File: src/rtl/optical_pkg.sv
// Shared gate-mode encoding and single-bit gate evaluation for the optical gate array.
package optical_pkg;

  localparam int MODE_W = 3;

  typedef enum logic [MODE_W-1:0] {
    OPT_AND    = 3'd0,
    OPT_OR     = 3'd1,
    OPT_XOR    = 3'd2,
    OPT_NAND   = 3'd3,
    OPT_NOR    = 3'd4,
    OPT_XNOR   = 3'd5,
    OPT_PASS_A = 3'd6,
    OPT_NOT_A  = 3'd7
  } opt_mode_e;

  function automatic logic opt_gate_eval(opt_mode_e mode, logic a, logic b);
    logic r;
    r = 1'b0;
    case (mode)
      OPT_AND:    r = a & b;
      OPT_OR:     r = a | b;
      OPT_XOR:    r = a ^ b;
      OPT_NAND:   r = ~(a & b);
      OPT_NOR:    r = ~(a | b);
      OPT_XNOR:   r = ~(a ^ b);
      OPT_PASS_A: r = a;
      OPT_NOT_A:  r = ~a;
      default:    r = 1'b0;
    endcase
    return r;
  endfunction

endpackage

File: src/rtl/optical_threshold_detector.sv
// Converts one unsigned intensity sample into a logic level against a threshold.
module optical_threshold_detector #(
  parameter int INTENSITY_W = 8
) (
  input  logic [INTENSITY_W-1:0] intensity,
  input  logic [INTENSITY_W-1:0] threshold,
  output logic                   det
);

  // A zero threshold makes every sample detect as 1.
  assign det = (intensity >= threshold);

endmodule

File: src/rtl/optical_gate_array.sv
// CHANNELS-wide optical gate array: detect, gate at stage 0, then carry {valid, y, mode}
// through a stall-on-backpressure pipeline of LATENCY registers.
module optical_gate_array
  import optical_pkg::*;
#(
  parameter int CHANNELS    = 4,
  parameter int INTENSITY_W = 8,
  parameter int LATENCY     = 3
) (
  input  logic                            clk,
  input  logic                            rst,
  input  logic                            in_valid,
  output logic                            in_ready,
  input  logic [CHANNELS*INTENSITY_W-1:0] in_a,
  input  logic [CHANNELS*INTENSITY_W-1:0] in_b,
  input  logic [MODE_W-1:0]               in_mode,
  input  logic [INTENSITY_W-1:0]          threshold,
  output logic                            out_valid,
  input  logic                            out_ready,
  output logic [CHANNELS-1:0]             out_y,
  output logic [MODE_W-1:0]               out_mode,
  output logic [15:0]                     beat_count
);

  localparam int SW = 1 + CHANNELS + MODE_W;

  logic [CHANNELS-1:0] det_a;
  logic [CHANNELS-1:0] det_b;
  logic [CHANNELS-1:0] gate_y;
  logic [SW-1:0]       stg_in;
  logic                advance;
  logic [15:0]         beat_count_d;
  logic [15:0]         beat_count_q;

  for (genvar ch = 0; ch < CHANNELS; ch++) begin : g_det
    optical_threshold_detector #(.INTENSITY_W(INTENSITY_W)) u_det_a (
      .intensity (in_a[ch*INTENSITY_W +: INTENSITY_W]),
      .threshold (threshold),
      .det       (det_a[ch])
    );
    optical_threshold_detector #(.INTENSITY_W(INTENSITY_W)) u_det_b (
      .intensity (in_b[ch*INTENSITY_W +: INTENSITY_W]),
      .threshold (threshold),
      .det       (det_b[ch])
    );
  end

  // Stage 0 input: bubbles enter as all-zero so no stale y/mode ever travels.
  always_comb begin
    gate_y = '0;
    for (int k = 0; k < CHANNELS; k++) begin
      gate_y[k] = opt_gate_eval(opt_mode_e'(in_mode), det_a[k], det_b[k]);
    end
    stg_in = in_valid ? {1'b1, gate_y, in_mode} : '0;
  end

  for (genvar s = 0; s < LATENCY; s++) begin : g_stg
    logic [SW-1:0] stg_d;
    logic [SW-1:0] stg_q;

    if (s == 0) begin : g_head
      always_comb stg_d = advance ? stg_in : stg_q;
    end else begin : g_body
      always_comb stg_d = advance ? g_stg[s-1].stg_q : stg_q;
    end

    always_ff @(posedge clk or posedge rst) begin
      if (rst) stg_q <= '0;
      else     stg_q <= stg_d;
    end
  end

  assign out_valid = g_stg[LATENCY-1].stg_q[SW-1];
  assign out_y     = g_stg[LATENCY-1].stg_q[SW-2 -: CHANNELS];
  assign out_mode  = g_stg[LATENCY-1].stg_q[MODE_W-1:0];

  // The whole pipeline, bubbles included, freezes while the result is held.
  assign advance  = !out_valid || out_ready;
  assign in_ready = advance;

  always_comb begin
    beat_count_d = beat_count_q;
    if (out_valid && out_ready) beat_count_d = beat_count_q + 16'd1;
  end

  always_ff @(posedge clk or posedge rst) begin
    if (rst) beat_count_q <= '0;
    else     beat_count_q <= beat_count_d;
  end

  assign beat_count = beat_count_q;

endmodule

File: config.mk
export PLATFORM = sky130hd
export DESIGN_NAME = optical_gate_array
export DESIGN_NICKNAME = d
export VERILOG_FILES = /design/src/rtl/optical_pkg.sv /design/src/rtl/optical_threshold_detector.sv /design/src/rtl/optical_gate_array.sv
export SDC_FILE = /design/constraint.sdc
export NUM_CORES = 1
export LEC_CHECK = 0
export ABC_CLOCK_PERIOD_IN_PS = 1300
export BUFFER_PORTS_ARGS = -buffer_cell sky130_fd_sc_hd__clkbuf_2
export CORE_MARGIN = 3
export CORE_UTILIZATION = 48
export CTS_BUF_LIST = sky130_fd_sc_hd__clkbuf_8
export DETAILED_ROUTE_END_ITERATION = 8
export GPL_ROUTABILITY_DRIVEN = 1
export PLACE_DENSITY = 0.79
export REMOVE_ABC_BUFFERS = 1
export SYNTH_ARGS = -nofsm -noshare
export SYNTH_HDL_FRONTEND = slang
export SYNTH_SLANG_ARGS = --single-unit
File: constraint.sdc
create_clock -name clk -period 1.3 [get_ports clk]
set_input_delay 0.325 -clock clk [delete_from_list [all_inputs] [get_ports clk]]
set_output_delay 0.325 -clock clk [all_outputs]
set_load 0.01 [all_outputs]
==> results of run 1 <==
-- power by group through the flow --
stage          combinational [mW]  clock (mW)  sequential [mW]
2_1_floorplan               0.909           0             1.84
4_1_cts                      2.18       0.820             1.75
3_3_place_gp                 1.74           0             1.75
6_report                     2.64       0.816             1.78
3_5_place_dp                 1.82           0             1.77
5_1_grt                      2.89       0.885             1.81
-- logic make-up after synthesis --
family / Yosys count / synth area share [%]
flip-flops: 40 / 30.58
AO/OA/AOI/OAI: 72 / 14.07
buffers and inverters: 37 / 4.358
adder cells (fa/ha/maj): 73 / 27.91
XOR/XNOR: 19 / 5.084
multiplexers: 1 / 0.3440
AND/OR/NAND/NOR: 134 / 17.66
-- metrics by stage --
stage | TNS (ps) | utilization (%)
after floorplan | -26320 | -
after global placement | -6054 | 64.67
after detailed placement | -6967 | 64.67
after CTS | -3546 | 76.40
after global routing | -6297 | 81.31
final | -5094 | 81.31
-- cell usage after synthesis, drive strengths merged --
cell type / instances / area share (%)
a211oi: 4 / 0.92
a21oi: 24 / 4.1
a221o: 4 / 1.2
a222oi: 4 / 1.2
a41oi: 4 / 1.1
and2: 1 / 0.19
and3: 1 / 0.19
and4: 1 / 0.27
buf: 4 / 0.57
clkbuf: 3 / 0.34
dfrtp: 40 / 31
ha: 73 / 28
inv: 30 / 3.4
mux2: 1 / 0.34
nand2: 81 / 9.3
nand2b: 1 / 0.19
nand3: 13 / 2.0
nand4: 3 / 0.57
nor2: 16 / 1.8
nor2b: 5 / 0.96
nor3: 10 / 1.7
o21a: 4 / 0.92
o21ai: 20 / 3.1
o22ai: 8 / 1.5
or2b: 2 / 0.50
xnor2: 16 / 4.3
xor2: 3 / 0.80
-- final cells by class --
cell class	instances	area, um2
tap	77	96.34
clock buffer	6	82.58
multi-input combinational	299	2791
sequential	40	1003
clock inverter	2	7.507
timing repair buffer	167	1165
inverter	30	135.1
fill	371	1214
-- state kept, by name, summed over array words and instances, names as in the netlist --
name,cells
beat_count,16
g_stg.stg_q,24
-- worst register-to-register path, stage by stage (launching register included) --
cell and delay, ps:
dfrtp_1 410, and2_4 180, nand4_1 140, buf_4 190, nor3_4 180, buf_4 150, xor2_1 150
-- worst paths after layout --
kind / from / to / depth (start not counted)
worst max-delay path: threshold[3] / g_stg[0].stg_q[5]$_DFFE_PP0P_ / 15
worst min-delay path: rst / g_stg[2].stg_q[7]$_DFFE_PP0P_ / 3
worst max register to register: g_stg[2].stg_q[7]$_DFFE_PP0P_ / beat_count[11]$_DFFE_PP0P_ / 6
worst min register to register: g_stg[2].stg_q[6]$_DFFE_PP0P_ / g_stg[2].stg_q[6]$_DFFE_PP0P_ / 2
max in group asynchronous: rst / beat_count[9]$_DFFE_PP0P_ / 3
min in group clk: in_valid / g_stg[0].stg_q[7]$_DFFE_PP0P_ / 3
-- per-layer routing --
metal	vias up	global-route usage (%)	wire, um
li1	1650	-	-
met1	1666	26.35	4008
met2	179	47.59	5984
met3	54	4.469	630
met4	0	10.03	642
met5	-	0	0
-- timing repair --
item / 4_1_cts / 5_1_grt
resized for setup: 100 / 60
endpoints found under the setup margin: 16 / 39
setup buffers: 12 / 10
pin swaps: 55 / 36
==> impl_metrics.ini, run 1 <==
[run_status]
status = complete, but fails checks
violations = negative setup slack

[detailed_routing]
viasPerCell = 5.715
wl_per_cell_um = 18.14
ant_nets = 0
routed_wl_um = 11270
drc = 0
first_pass_iters = 6
drt_first_iter_violations = 271
route.vias.total = 3549

[sta]
hold_viol_final = 0
max_slew_margin_pct = 74.71
setup_viol_count_final = 16
worstMarginPinSlew_ps = 378.5
rsz0062_at_grt = yes
skew_ps = 3.758
fin_ws_ps = -1084
final_max_slew_viol_count = 0
period_share_pct = 183.4
post-route-min-period_ps = 2384
timing.hold.ws_ps = 77.66
fmax_mhz = 419.4

[critical_path]
regToRegSetupSlack_ps = -170
slowest_stage = a221o_1
worstSetupEndpointType = flip-flop
worstPathArrival_ps = 2550
crit_path_max_incr_delay_ps = 280
cpLargestDelayFamily = compound AO/OA/AOI/OAI gates
worstSetupStartpointType = input port
required_ps = 1470
cp_num_buf_inv = 5
cp_max_fo = 5
cp_common_cell = buf_12
crit_type = in2reg
path_cells = buf_6 -> clkinvlp_4 -> buf_12 -> buf_12 -> ha_1 -> nand3_1 -> nand2_1 -> a41oi_2 -> buf_4 -> o21a_1 -> ha_2 -> o22ai_1 -> a222oi_1 -> nor3_1 -> a221o_1

[placed_design]
dp.cells = 593
routabilityCongestion = 0.8966
portBuffers = 103
dp_hpwl_um = 6480
pre_cts_ws_ps = -1417
place_area_um2 = 4200

[grt]
grt_use_total_pct = 24.76
gr-total-overflow = 0
grt_pass1_vias = 3611
grt_pass1_wl_um = 15500
antenna_found_initial = 0
grt_max_degree = 41

[layout]
final_cell_mix = clkbuf_2 (95), nand2_1 (76), buf_4 (46)
antenna_cells = 0
layout-drive-gt1-share_pct = 50.37
final_common_cell = clkbuf_2
fin_area_um2 = 5281
nets = 695
fin_cells = 621
area_growth_pct = 61.35

[power]
ir_worst_vdd_v = 0.0005642
swShare_pct = 37.28
clock_power_share_pct = 15.6
p_sw_mw = 1.953
p_comb_share_pct = 50.4
power_density_nw_per_um2 = 992.1
p_total_mw = 5.239
p_leak_nw = 2.606
power_frac_seq_pct = 34.0
intPower_mw = 3.286

[logic_synthesis]
ys_seq_area_share_pct = 30.58
yosys_warnings = 0
syn_inst = 376
ys_types = 32
avgSynthCellArea_um2 = 8.705
syn-cell-area_um2 = 3273
synth-seq-cells = 40

[floorplan]
core_um2 = 6495
die_h_um = 88.58
initial_core_util_pct = 50.39
std_cell_rows = 29
die_x_um = 88.58
dieArea_um2 = 7846
io_pins = 104

[clocking]
clock-sinks = 40
cts.root.buffer_cell = clkbuf_8
postCtsHoldBufs = 0
htreeDepth = 2
cts_tree = yes
clk_pin_slew_ps = 70
clk_latency_ps = 280
clock_path_buffers = 2
numCtsBuffers = 5

[min_path]
hold_path_class = in2async

[flow_run]
drv_cap = 0
Note: power is estimated with default switching activity, not from simulation.
==> inputs of run 2 (changes only) <==
--- a/config.mk
+++ b/config.mk
@@ -8,11 +8,11 @@
 export ABC_CLOCK_PERIOD_IN_PS = 1300
 export BUFFER_PORTS_ARGS = -buffer_cell sky130_fd_sc_hd__clkbuf_2
 export CORE_MARGIN = 3
-export CORE_UTILIZATION = 48
+export CORE_UTILIZATION = 40
 export CTS_BUF_LIST = sky130_fd_sc_hd__clkbuf_8
 export DETAILED_ROUTE_END_ITERATION = 8
 export GPL_ROUTABILITY_DRIVEN = 1
-export PLACE_DENSITY = 0.79
+export PLACE_DENSITY = 0.68
 export REMOVE_ABC_BUFFERS = 1
 export SYNTH_ARGS = -nofsm -noshare
 export SYNTH_HDL_FRONTEND = slang
==> run 2 against run 1 <==
Effect of this change:
- largest cell class unchanged
- core utilization fell by 16 points
- worst setup slack improved by 100 ps
- the run still ends with negative setup slack left
- cell area is 2.5% lower
- clock power shrank 9.7%
- die area grew 19%
- first-iteration DRC count decreased by 61%
- combinational power fell by 7%
- largest power group unchanged
- clock skew about the same
==> impl_metrics.ini, run 2 (synthesis gave the netlist of run 1 again) <==
[run_status]
status = complete, but fails checks
violations = negative setup slack

[layout]
nets = 684
antenna_cells = 0
final_common_cell = clkbuf_2
largest_register_ffs = 24
final_cell_mix = clkbuf_2 (94), nand2_1 (77), ha_1 (41), buf_4 (41), dfrtp_1 (39)
layout-drive-gt1-share_pct = 49.44
largest-register = g_stg.stg_q
area_growth_pct = 57.26
utilization_pct = 65.59

[sta]
post-route-min-period_ps = 2281
rsz0062_at_grt = yes
skew_ps = 3.705
hold_viol_final = 0
fmax_mhz = 438.3
setup_viol_count_final = 12
worstMarginPinSlew_ps = 420.0
timing.hold.ws_ps = 78.71
final_max_slew_viol_count = 0
period_share_pct = 175.5
fin_ws_ps = -981.3
max_slew_margin_pct = 71.89

[floorplan]
dieArea_um2 = 9305
initial_core_util_pct = 41.71
die_x_um = 96.46
std_cell_rows = 32
io_pins = 104
die_h_um = 96.46
core_um2 = 7848

[grt]
grt_pass1_wl_um = 14440
grt_pass1_vias = 3291
antenna_found_initial = 0
gr-total-overflow = 0
grt_max_degree = 41
grt_use_total_pct = 19.28

[detailed_routing]
viasPerCell = 5.131
drc = 0
routed_wl_um = 9448
first_pass_iters = 4
drt_first_iter_violations = 105
ant_nets = 0
wl_per_cell_um = 14.90
route.vias.total = 3253

[critical_path]
cp_num_buf_inv = 4
path_cells = clkbuf_2 -> inv_4 -> buf_6 -> ha_1 -> a211oi_2 -> o21ai_1 -> a21oi_2 -> inv_2 -> ha_4 -> o22ai_2 -> a222oi_1 -> nor3_1 -> a221o_1
crit_type = in2reg
worstSetupEndpointType = flip-flop
worstSetupStartpointType = input port
worstPathArrival_ps = 2450
rr_worst_depth = 6
slowest_stage = a222oi_1
crit_path_max_incr_delay_ps = 390
r2r-end = g_stg[0].stg_q[5]$_DFFE_PP0P_
cp_max_fo = 7
rr_startpoint = g_stg[2].stg_q[7]$_DFFE_PP0P_
required_ps = 1470
cpLargestDelayFamily = compound AO/OA/AOI/OAI gates
regToRegSetupSlack_ps = -40

[placed_design]
portBuffers = 103
dp_hpwl_um = 6539
routabilityCongestion = 0.8579

[clocking]
cts_tree = yes
clk_pin_slew_ps = 70
clk_latency_ps = 280
clock-sinks = 40
numCtsBuffers = 5
postCtsHoldBufs = 0
htreeDepth = 2
clock_path_buffers = 2
cts.root.buffer_cell = clkbuf_8

[flow_run]
drv_cap = 0

[power]
power_density_nw_per_um2 = 961.3
p_leak_nw = 2.534
ir_worst_vdd_v = 0.0004954

[min_path]
hold_path_class = in2async
==> run 2: timing repair <==
| action | in CTS | in global routing |
|---|---|---|
| setup buffers | 6 | 7 |
| pin swaps | 40 | 48 |
| endpoints found under the setup margin | 16 | 19 |
| gates resized for setup | 73 | 78 |
==> run 2: worst max path at each step <==
stage / start / end / slack [ps] / depth (start not counted)
after global placement: threshold[5] / g_stg[0].stg_q[5]$_DFFE_PP0P_ / -1380 / 13
after CTS: threshold[3] / g_stg[0].stg_q[3]$_DFFE_PP0P_ / -860 / 14
final: threshold[1] / g_stg[0].stg_q[3]$_DFFE_PP0P_ / -980 / 13
after global routing: threshold[1] / g_stg[0].stg_q[3]$_DFFE_PP0P_ / -1050 / 13
after detailed placement: threshold[5] / g_stg[0].stg_q[5]$_DFFE_PP0P_ / -1450 / 13
after floorplan: g_stg[2].stg_q[7]$_DFFE_PP0P_ / g_stg[0].stg_q[3]$_DFFE_PP0P_ / -1360 / 5
==> run 2: worst reg2reg max path, cell delays in order (launching register included) <==
cell and delay (ps):
dfrtp_1 380, nor2b_4 190, inv_2 50, buf_4 140
nand3_1 90, nor2_1 90, a221o_1 290
==> run 2: layout make-up <==
cell class | instances | area (um2)
timing repair buffer | 156 | 1047
sequential | 40 | 1002
clock inverter | 2 | 8.758
clock buffer | 5 | 68.82
tap | 102 | 127.6
fill | 612 | 2700
inverter | 30 | 143.9
multi-input combinational | 299 | 2749
==> run 2: power breakdown <==
group	switching [mW]	internal, mW
Clock	0.380	0.357
Sequential	0.210	1.55
Combinational	1.21	1.24
Total	1.80	3.15
==> run 2: stage by stage <==
| step | total power [mW] | area, um2 | setup slack, ps | cells | setup TNS (ps) |
|---|---|---|---|---|---|
| 2_1_floorplan | 2.750 | 3243 | -1356 | 369 | -26320 |
| 3_3_place_gp | 3.503 | 4209 | -1378 | 615 | -6611 |
| 3_5_place_dp | 3.576 | 4209 | -1446 | 615 | -7289 |
| 4_1_cts | 4.570 | 4705 | -861.7 | 628 | -3527 |
| 5_1_grt | 5.386 | 5147 | -1053 | 634 | -5270 |
| 6_report | 4.948 | 5147 | -981.3 | 634 | -3832 |
==> run 2: routing by layer <==
metal	GRT usage, %	wire [um]
met1	23.30	3941
met2	35.00	4807
met3	2.866	545
met4	6.075	153
met5	0	0
